<file path="src/rtl/uart_tx_if.sv">
// Write-side bus of the UART transmitter.
//   data_in    : byte to queue for transmission
//   data_wr    : write strobe, accepted on an edge where fifo_full is low
//   fifo_full  : transmit FIFO holds its full capacity
//   fifo_empty : transmit FIFO holds no words
//   overflow   : one-cycle pulse when a write was dropped because the FIFO was full
// The master modport is the producer of bytes; the slave modport is the transmitter.
interface uart_tx_if;
  logic [7:0] data_in;
  logic       data_wr;
  logic       fifo_full;
  logic       fifo_empty;
  logic       overflow;

  modport master (
    output data_in,
    output data_wr,
    input  fifo_full,
    input  fifo_empty,
    input  overflow
  );

  modport slave (
    input  data_in,
    input  data_wr,
    output fifo_full,
    output fifo_empty,
    output overflow
  );
endinterface

</file>
<file path="src/rtl/uart_tx.sv">
// UART transmitter with a small transmit FIFO.
// Sends 8N1 frames (start 0, 8 data bits LSB first, stop 1), each bit held for
// CLKS_PER_BIT cycles of sys_clk. Bytes are latched from the FIFO only when a frame
// starts, so writes never disturb the frame on the line.
// Ports:
//   sys_clk : system clock, rising edge
//   reset   : synchronous active-high reset; aborts any frame and empties the FIFO
//   bus     : write-side interface (data_in, data_wr, fifo_full, fifo_empty, overflow)
//   TX      : serial line, idle high, driven straight from a flop
//   tx_busy : high whenever the transmitter is not idle
module uart_tx #(
  parameter int unsigned CLKS_PER_BIT = 16,
  parameter int unsigned FIFO_DEPTH   = 4
) (
  input  logic     sys_clk,
  input  logic     reset,
  uart_tx_if.slave bus,
  output logic     TX,
  output logic     tx_busy
);

  localparam int unsigned AW = (FIFO_DEPTH > 1) ? $clog2(FIFO_DEPTH) : 1;
  localparam int unsigned CW = AW + 1;
  localparam logic [CW-1:0] FullCnt = CW'(FIFO_DEPTH);
  localparam logic [15:0]   LastCnt = 16'(CLKS_PER_BIT - 1);

  localparam logic [1:0] IDLE  = 2'd0;
  localparam logic [1:0] START = 2'd1;
  localparam logic [1:0] DATA  = 2'd2;
  localparam logic [1:0] STOP  = 2'd3;

  logic [7:0]    mem_q [FIFO_DEPTH];
  logic [AW-1:0] wptr_q, wptr_d;
  logic [AW-1:0] rptr_q, rptr_d;
  logic [CW-1:0] count_q, count_d;
  logic          overflow_q, overflow_d;

  logic [1:0]    state_q, state_d;
  logic [15:0]   bitcnt_q, bitcnt_d;
  logic [2:0]    bitidx_q, bitidx_d;
  logic [7:0]    shift_q, shift_d;
  logic          tx_q, tx_d;

  logic          full, empty, push, pop, terminal;

  // Flags come from the registered count only, so data_wr never reaches them.
  assign full     = (count_q == FullCnt);
  assign empty    = (count_q == '0);
  assign terminal = (bitcnt_q == LastCnt);

  // A write while full is dropped even if a pop frees a slot on the same edge.
  assign push = bus.data_wr && !full;

  always_comb begin
    state_d  = state_q;
    bitcnt_d = bitcnt_q;
    bitidx_d = bitidx_q;
    shift_d  = shift_q;
    tx_d     = tx_q;
    pop      = 1'b0;

    case (state_q)
      IDLE: begin
        tx_d     = 1'b1;
        bitcnt_d = '0;
        if (!empty) begin
          pop      = 1'b1;
          shift_d  = mem_q[rptr_q];
          state_d  = START;
          tx_d     = 1'b0;
        end
      end
      START: begin
        if (terminal) begin
          bitcnt_d = '0;
          bitidx_d = '0;
          state_d  = DATA;
          tx_d     = shift_q[0];
        end else begin
          bitcnt_d = bitcnt_q + 16'd1;
        end
      end
      DATA: begin
        if (terminal) begin
          bitcnt_d = '0;
          shift_d  = {1'b0, shift_q[7:1]};
          bitidx_d = bitidx_q + 3'd1;
          if (bitidx_q == 3'd7) begin
            state_d = STOP;
            tx_d    = 1'b1;
          end else begin
            // Next bit is the one that shifts into position 0.
            tx_d = shift_q[1];
          end
        end else begin
          bitcnt_d = bitcnt_q + 16'd1;
        end
      end
      STOP: begin
        if (terminal) begin
          bitcnt_d = '0;
          if (!empty) begin
            // Chain straight into the next frame with no idle gap.
            pop     = 1'b1;
            shift_d = mem_q[rptr_q];
            state_d = START;
            tx_d    = 1'b0;
          end else begin
            state_d = IDLE;
            tx_d    = 1'b1;
          end
        end else begin
          bitcnt_d = bitcnt_q + 16'd1;
        end
      end
      default: begin
        state_d  = IDLE;
        bitcnt_d = '0;
        tx_d     = 1'b1;
      end
    endcase
  end

  always_comb begin
    wptr_d     = push ? wptr_q + AW'(1) : wptr_q;
    rptr_d     = pop  ? rptr_q + AW'(1) : rptr_q;
    count_d    = count_q + CW'(push) - CW'(pop);
    overflow_d = bus.data_wr && full;
  end

  always_ff @(posedge sys_clk) begin
    if (reset) begin
      state_q    <= IDLE;
      bitcnt_q   <= '0;
      bitidx_q   <= '0;
      shift_q    <= '0;
      tx_q       <= 1'b1;
      wptr_q     <= '0;
      rptr_q     <= '0;
      count_q    <= '0;
      overflow_q <= 1'b0;
    end else begin
      state_q    <= state_d;
      bitcnt_q   <= bitcnt_d;
      bitidx_q   <= bitidx_d;
      shift_q    <= shift_d;
      tx_q       <= tx_d;
      wptr_q     <= wptr_d;
      rptr_q     <= rptr_d;
      count_q    <= count_d;
      overflow_q <= overflow_d;
    end
  end

  // Storage needs no reset; the pointers and count define what is valid.
  always_ff @(posedge sys_clk) begin
    if (!reset && push) begin
      mem_q[wptr_q] <= bus.data_in;
    end
  end

  assign TX             = tx_q;
  assign tx_busy        = (state_q != IDLE);
  assign bus.fifo_full  = full;
  assign bus.fifo_empty = empty;
  assign bus.overflow   = overflow_q;

endmodule

</file>
<file path="src/flat_wrapper.sv">
// flat-port wrapper written by rule: the top's interface ports become plain ports
module uart_tx_flat 
#(
  parameter int unsigned CLKS_PER_BIT = 16,
  parameter int unsigned FIFO_DEPTH   = 4
)
  (sys_clk, reset, TX, tx_busy, bus_data_in, bus_data_wr, bus_fifo_full, bus_fifo_empty, bus_overflow);
  uart_tx_if bus_i ();
  input  logic sys_clk;
  input  logic reset;
  output logic TX;
  output logic tx_busy;
  input wire logic [$bits(bus_i.data_in)-1:0] bus_data_in;
  input wire logic [$bits(bus_i.data_wr)-1:0] bus_data_wr;
  output wire logic [$bits(bus_i.fifo_full)-1:0] bus_fifo_full;
  output wire logic [$bits(bus_i.fifo_empty)-1:0] bus_fifo_empty;
  output wire logic [$bits(bus_i.overflow)-1:0] bus_overflow;
  assign bus_i.data_in = bus_data_in;
  assign bus_i.data_wr = bus_data_wr;
  assign bus_fifo_full = bus_i.fifo_full;
  assign bus_fifo_empty = bus_i.fifo_empty;
  assign bus_overflow = bus_i.overflow;
  uart_tx #(.CLKS_PER_BIT(CLKS_PER_BIT), .FIFO_DEPTH(FIFO_DEPTH)) u_core (.sys_clk(sys_clk), .reset(reset), .bus(bus_i), .TX(TX), .tx_busy(tx_busy));
endmodule
</file>
<file path="config.mk">
export PLATFORM = sky130hd
export DESIGN_NAME = uart_tx_flat
export DESIGN_NICKNAME = d
export VERILOG_FILES = /design/src/rtl/uart_tx_if.sv /design/src/rtl/uart_tx.sv /design/src/flat_wrapper.sv
export SDC_FILE = /design/constraint.sdc
export NUM_CORES = 1
export LEC_CHECK = 0
export CAP_MARGIN = 30
export CORE_MARGIN = 2
export CORE_UTILIZATION = 55
export CTS_CLUSTER_SIZE = 14
export DETAILED_ROUTE_END_ITERATION = 16
export PLACE_DENSITY = 0.78
export SYNTH_ARGS = -nofsm -noshare
export SYNTH_HDL_FRONTEND = slang
export SYNTH_SLANG_ARGS = --single-unit
</file>
<file path="constraint.sdc">
create_clock -name sys_clk -period 6.4 [get_ports sys_clk]
set_input_delay 0.64 -clock sys_clk [delete_from_list [all_inputs] [get_ports sys_clk]]
set_output_delay 0.64 -clock sys_clk [all_outputs]
set_load 0.01 [all_outputs]
</file>
==> impl_metrics.tcl, run 1 <==
set metrics [dict create \
    outcome "complete, no violations" \
    fmax_mhz 348 \
    clock_latency_ps 340 \
    grt_max_degree 30 \
    drive_above_1_share_pct 10.1 \
    post-route-drc-count 0 \
    initial_utilization_pct 56.0 \
    clkSinkCount 72 \
    p_sw_w 0.000440 \
    dpl.cell_count 356 \
    seqPwrFrac_pct 44.2 \
    antenna_found_initial 0 \
    grt_pass1_wl_microns 8920 \
    fin_crit_ps 2870 \
    crit_top_cell "ha_1" \
    critical_path.max_stage_delay_ps 400 \
    crit_fanout 13 \
    synth_cell_types 43 \
    stdcell_count 372 \
    die-height_microns 81.2 \
    ir_drop_mv 0.226 \
    final_area_sq_um 3620 \
    fin_nets 319 \
    rsz0062_at_grt "no" \
    use_met2_pct 29.3 \
    yosysSeqAreaShare_pct 53.8 \
    crit_arrival_ps 3090 \
    clockPowerShare_pct 22.5 \
    track_usage_pct 18.2 \
    root_buffer "clkbuf_8" \
    intPower_w 0.000905 \
    viasPerCell 5.50 \
    finalCritPeriodShare_pct 44.9 \
    cts_tree "yes" \
    clockBufferDepth 2 \
    place.gp.congestion 0.772 \
    setup_viol 0 \
    core_sq_um 5850 \
    top_usage_layer "met2" \
    postPlaceCellArea_sq_um 3460 \
    crit_path_start_kind "flip-flop" \
    worstSetupPathType "flip-flop to flip-flop" \
    syn-instance-count 278 \
    vias 2046 \
    ios 16 \
    final_antenna_net_count 0 \
    cp_cell_sequence "ha_1 > and3_1 > and4_2 > a21oi_1 > nor3_1 > ha_1 > inv_1 > ha_1 > inv_1 > fa_1 > xor2_1 > xnor2_1 > nor2_1" \
    grt_pass1_vias 1961 \
    critPathRequiredTime_ps 6620 \
    drt_iter0_drc 86 \
    power.density_nw_per_um2 371 \
    cts_post_setup_buffers_inserted 0 \
    clock_skew_ps 7.36 \
    synth_edf_count 32 \
    gr-usage-met3_pct 3.89 \
    setup_tns_ps 0 \
    syn_area_sq_um 3270 \
    io_buffers 15 \
    post_cts_resized 0 \
    cts.clk_slew.worst_paths_ps 70 \
    slew_headroom_pct 40.4 \
    final_max_slew_viol_count 0 \
    die-area_sq_um 6590 \
    syn_avg_cell_area_sq_um 11.8 \
    fin_util_pct 62.0 \
    p_leak_nw 1.24 \
    synth_fp_nets 305 \
    grt_util_met1_pct 23.2 \
    drt-pass1-iter-count 4 \
    final_hold_viol_count 0 \
    die_w_microns 81.2 \
    syn_to_final_growth_pct 10.7 \
    rows 28 \
    wl_per_cell_microns 14.4 \
    synth_flop_cell "dfxtp_1" \
    diodes 0 \
    end_kind "flip-flop" \
    min-delay-path-class "flip-flop to flip-flop" \
    numCtsBuffers 9 \
    synth_warnings 0 \
    routed_wl_microns 5340 \
    maxCapViolCount 0 \
    cp_slowest_cell "and4_2" \
    swShare_pct 32.7 \
    power_frac_comb_pct 33.3 \
    async_flop_share_pct 0 \
    holdBufCountCts 0 \
    worst_pin_slew_ps 893 \
    ys_ff_latch 72 \
    dp_hpwl_microns 3660 \
    cts_max_level 3 \
    overflow 0 \
]
[Yosys cell counts, types with 4 or more instances]
master | count | area (sq um)
dfxtp_1 | 40 | 801
edfxtp_1 | 32 | 961
nor2_1 | 27 | 101
ha_1 | 15 | 188
inv_1 | 15 | 56.3
a21oi_1 | 14 | 70.1
xnor2_1 | 14 | 123
o21ai_0 | 13 | 65.1
or3_1 | 9 | 56.3
mux2i_1 | 8 | 80.1
mux4_2 | 8 | 180
nand2_1 | 8 | 30.0
nand3_1 | 7 | 35.0
nand4_1 | 7 | 43.8
nor3_1 | 7 | 35.0
clkbuf_1 | 6 | 22.5
buf_2 | 5 | 25.0
nor4_1 | 5 | 31.3
and2_1 | 4 | 25.0
[worst max-delay path, delay by kind of cell, from the launching register on]
kind,cells,cell delay (ps)
xor+xnor,2,320
fa+ha+maj,4,960
compound gates,1,100
buf+inv,2,100
flops,1,350
simple gates,4,920
[sequential cells by signal, indices dropped and copies added (netlist names), named ones only]
| signal | cells |
|---|---|
| u_core.TX | 1 |
| u_core.bitcnt_q | 16 |
| u_core.bitidx_q | 3 |
| u_core.bus.overflow | 1 |
| u_core.count_q | 3 |
| u_core.mem_q | 32 |
| u_core.rptr_q | 2 |
| u_core.shift_q | 8 |
| u_core.state_q | 2 |
| u_core.wptr_q | 2 |
[cell usage in the layout, fill, tap and decap left out, types with 2 or more instances in the layout]
| cell | Yosys | routed |
|---|---|---|
| nor4_4 | 3 | 3 |
| edfxtp_1 | 32 | 32 |
| or3_2 | 2 | 2 |
| ha_1 | 15 | 15 |
| nor3_1 | 7 | 7 |
| xnor2_1 | 14 | 14 |
| a211oi_1 | 2 | 2 |
| and2_1 | 4 | 4 |
| xor2_1 | 3 | 3 |
| nand2_1 | 8 | 8 |
| nor4_1 | 5 | 5 |
| nor2b_1 | 3 | 3 |
| inv_1 | 15 | 15 |
| dfxtp_1 | 40 | 40 |
| or3_1 | 9 | 9 |
| mux4_2 | 8 | 8 |
| mux2i_1 | 8 | 8 |
| clkdlybuf4s50_1 | 0 | 15 |
| nand2b_1 | 2 | 2 |
| clkbuf_8 | 0 | 10 |
| clkbuf_1 | 6 | 2 |
| o21ai_0 | 13 | 13 |
| a21oi_1 | 14 | 14 |
| nand4_1 | 7 | 7 |
| clkinv_1 | 0 | 2 |
| nor2_1 | 27 | 27 |
| nand3_1 | 7 | 7 |
| and3_1 | 2 | 2 |
[cells by family after synthesis]
group	count (synthesis)	synth area share [%]
multiplexers	17	8.29
AO/OA/AOI/OAI	37	7.26
AND/OR/NAND/NOR	91	16.0
XOR/XNOR	17	4.55
flip-flops	72	53.8
buffers and inverters	28	3.74
adder cells (fa/ha/maj)	16	6.34
[layer usage]
metal | up-vias | wire [microns] | part of all wire (%)
met5 | - | 0 | 0
met4 | 0 | 109 | 2.0
met3 | 10 | 184 | 3.4
met2 | 35 | 2540 | 47
met1 | 960 | 2510 | 47
li1 | 1041 | - | -
[power by group through the flow]
stage | combinational (W) | sequential (W) | clock [W]
finish | 0.000448 | 0.000594 | 0.000303
global route | 0.000509 | 0.000605 | 0.000330
CTS | 0.000451 | 0.000596 | 0.000312
detailed placement | 0.000448 | 0.000606 | 0
global placement | 0.000436 | 0.000605 | 0
floorplan | 0.000366 | 0.000584 | 0
[metrics by stage]
step	total power [W]	hold slack [ps]	setup WS (ps)
final	0.00135	448	3530
after global placement	0.00104	429	3620
after detailed placement	0.00105	443	3530
after floorplan	0.000950	418	3730
after CTS	0.00136	455	3510
after global routing	0.00144	474	3260
[final timing paths]
path	from	end	slack, ps	cells past startpoint
worst min register to register	u_core.bitcnt_q[0]$_SDFF_PP0_	u_core.bitcnt_q[0]$_SDFF_PP0_	450	1
worst min-delay path	u_core.bitcnt_q[0]$_SDFF_PP0_	u_core.bitcnt_q[0]$_SDFF_PP0_	450	1
worst max register to register	u_core.bitcnt_q[0]$_SDFF_PP0_	u_core.count_q[2]$_SDFF_PP0_	3530	13
worst max-delay path	u_core.bitcnt_q[0]$_SDFF_PP0_	u_core.count_q[2]$_SDFF_PP0_	3530	13
[final cells by class]
cell class | count | area (sq um)
Fill cell | 472 | 2230
Tap cell | 75 | 93.8
Sequential cell | 72 | 1760
Clock inverter | 4 | 20.0
Inverter | 15 | 56.3
Multi-Input combinational cell | 178 | 1390
Timing Repair Buffer | 16 | 158
Clock buffer | 12 | 145
Note: power is estimated with default switching activity, not from simulation.
==> run 2, diff against run 1 <==
Settings changed: CORE_UTILIZATION 55 to 54, PLACE_DENSITY 0.78 to 0.8.
Clock period 6.4 ns to 2.4 ns, I/O delays scaled along.
==> run 2 against run 1 <==
  * The flow now finishes with violations (setup timing)
  * Design area up 9.4%
  * Via count grew 7.8%
  * Clock power grew to 3.5 times the previous value
  * Power rose to 3.0 times the previous value
  * Sequential share of layout area down 4.0 points
  * Critical path type unchanged
  * Critical endpoint unchanged
  * Largest cell class unchanged
  * Highest routed layer unchanged
==> impl_metrics.tcl, run 2 (same netlist as run 1, synthesis figures left out) <==
set metrics [dict create \
    outcome "finished, violations left" \
    violations "setup timing" \
    clkSinkCount 72 \
    routed_wl_microns 5930 \
    worst_pin_slew_ps 829 \
    crit_arrival_ps 2670 \
    grt_pass1_wl_microns 9600 \
    power.density_nw_per_um2 1010 \
    initial_utilization_pct 55.6 \
    min-delay-path-class "flip-flop to flip-flop" \
    dp_slack_ps -112 \
    critical_path.max_stage_delay_ps 360 \
    drive_above_1_share_pct 24.4 \
    layout.cells.most_common "dfxtp_1" \
    crit_family "adder cells" \
    holdPathStages 2 \
    overflow 0 \
    cts_tree "yes" \
    slew_headroom_pct 44.6 \
    diodes 0 \
    numCtsBuffers 9 \
    rows 28 \
    r2r_slack_ps -20 \
    critPathRequiredTime_ps 2640 \
    worstReg2RegStart "u_core.bitcnt_q[13]$_SDFF_PP0_" \
    drt-pass1-iter-count 4 \
    setup_tns_ps -23.1 \
    cp-startpoint "u_core.bitcnt_q[13]$_SDFF_PP0_" \
    place.gp.congestion 0.847 \
    hold_end "u_core.shift_q[6]$_SDFFE_PP0P_" \
    final_cell_mix "33 x dfxtp_1, 32 x buf_4, 32 x edfxtp_1" \
    io_buffers 15 \
    crit_path_start_kind "flip-flop" \
    reg.largest.list "u_core.mem_q (32), u_core.bitcnt_q (16), u_core.shift_q (8)" \
    root_buffer "clkbuf_8" \
    postPlaceCellArea_sq_um 3700 \
    fin_nets 350 \
    setup_ws_ps -23.1 \
    die-area_sq_um 6700 \
    wl_per_cell_microns 14.7 \
    end_kind "flip-flop" \
    n_fill_cell 436 \
    clockBufferDepth 2 \
    fin_crit_ps 2420 \
    antenna_found_initial 0 \
    p_total_w 0.00401 \
    final_area_sq_um 3970 \
    dp_hpwl_microns 4190 \
    crit_fanout 2 \
    rsz0062_at_grt "yes" \
    die_w_microns 81.9 \
    post-route-drc-count 0 \
    top_register "u_core.mem_q" \
    p_leak_nw 1.42 \
    worstSetupPathType "flip-flop to flip-flop" \
    ir_drop_mv 0.730 \
    cts.clk_slew.worst_paths_ps 80 \
    grt_pass1_vias 2125 \
    cp_cell_sequence "nor4_4 > and4_4 > a21oi_2 > nor3_2 > ha_1 > inv_1 > ha_2 > inv_2 > fa_2 > xor2_2 > xnor2_1 > nor2_1" \
    fmax_mhz 413 \
    r2r-end "u_core.count_q[2]$_SDFF_PP0_" \
    maxCapViolCount 0 \
    viasPerCell 5.47 \
    r2r_cells 12 \
    drt_iter0_drc 66 \
    cp_slowest_cell "fa_2" \
    setup_viol 1 \
    dpl.cell_count 384 \
    core_sq_um 5890 \
    stdcell_count 403 \
    ios 16 \
    final_max_slew_viol_count 0 \
    track_usage_pct 19.7 \
    die-height_microns 81.9 \
    syn_to_final_growth_pct 21.1 \
    clock_skew_ps 6.71 \
    hp-start "u_core.shift_q[6]$_SDFFE_PP0P_" \
    final_antenna_net_count 0 \
    cts_max_level 3 \
    finalCritPeriodShare_pct 101 \
    grt_max_degree 17 \
    vias 2205 \
    largest_reg_flops 32 \
    clock_latency_ps 350 \
    final_hold_viol_count 0 \
    cp.buffers_inverters 2 \
]
-- run 2: report_power, final --
| group | total [W] | switching (W) | leakage, nW | internal (W) |
|---|---|---|---|---|
| combinational | 0.00134 | 0.000685 | 0.697 | 0.000659 |
| sequential | 0.00160 | 0.000140 | 0.619 | 0.00146 |
| clock | 0.00107 | 0.000473 | 0.107 | 0.000595 |
-- run 2: timing repair --
item	4_1_cts	5_1_grt
endpoints found under the setup margin	1	2
buffers inserted	1	2
pin swaps	9	4
hold buffers	0	0
gates resized for setup	4	3
-- run 2: final cells by class --
type                       instances  area, sq um  area share [%]
clock inverter                     7          101            2.56
sequential                        72         1770            44.6
clock buffer                       9          124            3.12
tap                               75         93.8            2.37
timing repair buffer              47          390            9.84
inverter                          15         56.3            1.42
multi-input combinational        178         1430            36.1
-- run 2: tightest hold or removal path, delay by kind of cell (launching register included) --
kind | cells | cell delay (ps)
AOI/OAI and AO/OA | 2 | 130
DFF | 1 | 310
-- run 2: worst max path at each step --
stage                     depth (start not counted)                           end  slack [ps]
after global routing                             12  u_core.count_q[2]$_SDFF_PP0_        -170
after CTS                                        12  u_core.count_q[2]$_SDFF_PP0_         -30
final                                            12  u_core.count_q[2]$_SDFF_PP0_         -20
after detailed placement                         12  u_core.count_q[2]$_SDFF_PP0_        -110
after floorplan                                  15  u_core.count_q[2]$_SDFF_PP0_        -190
after global placement                           12  u_core.count_q[2]$_SDFF_PP0_         -40
-- run 2: stage by stage --
| stage | util (%) | hold slack, ps |
|---|---|---|
| 6_report | 67.4 | 480 |
| 5_1_grt | 67.4 | 493 |
| 4_1_cts | 67.0 | 479 |
| 3_5_place_dp | 62.8 | 471 |
| 3_3_place_gp | 62.8 | 457 |
| 2_1_floorplan | - | 339 |
-- run 2: per-layer routing --
metal  track usage [%]  up-vias  share of wire, %
li1                  -     1095                 -
met1              23.7     1065                44
met2              32.6       39                50
met3              6.92        6               4.3
met4              7.50        0               1.2
met5                 0        -                 0
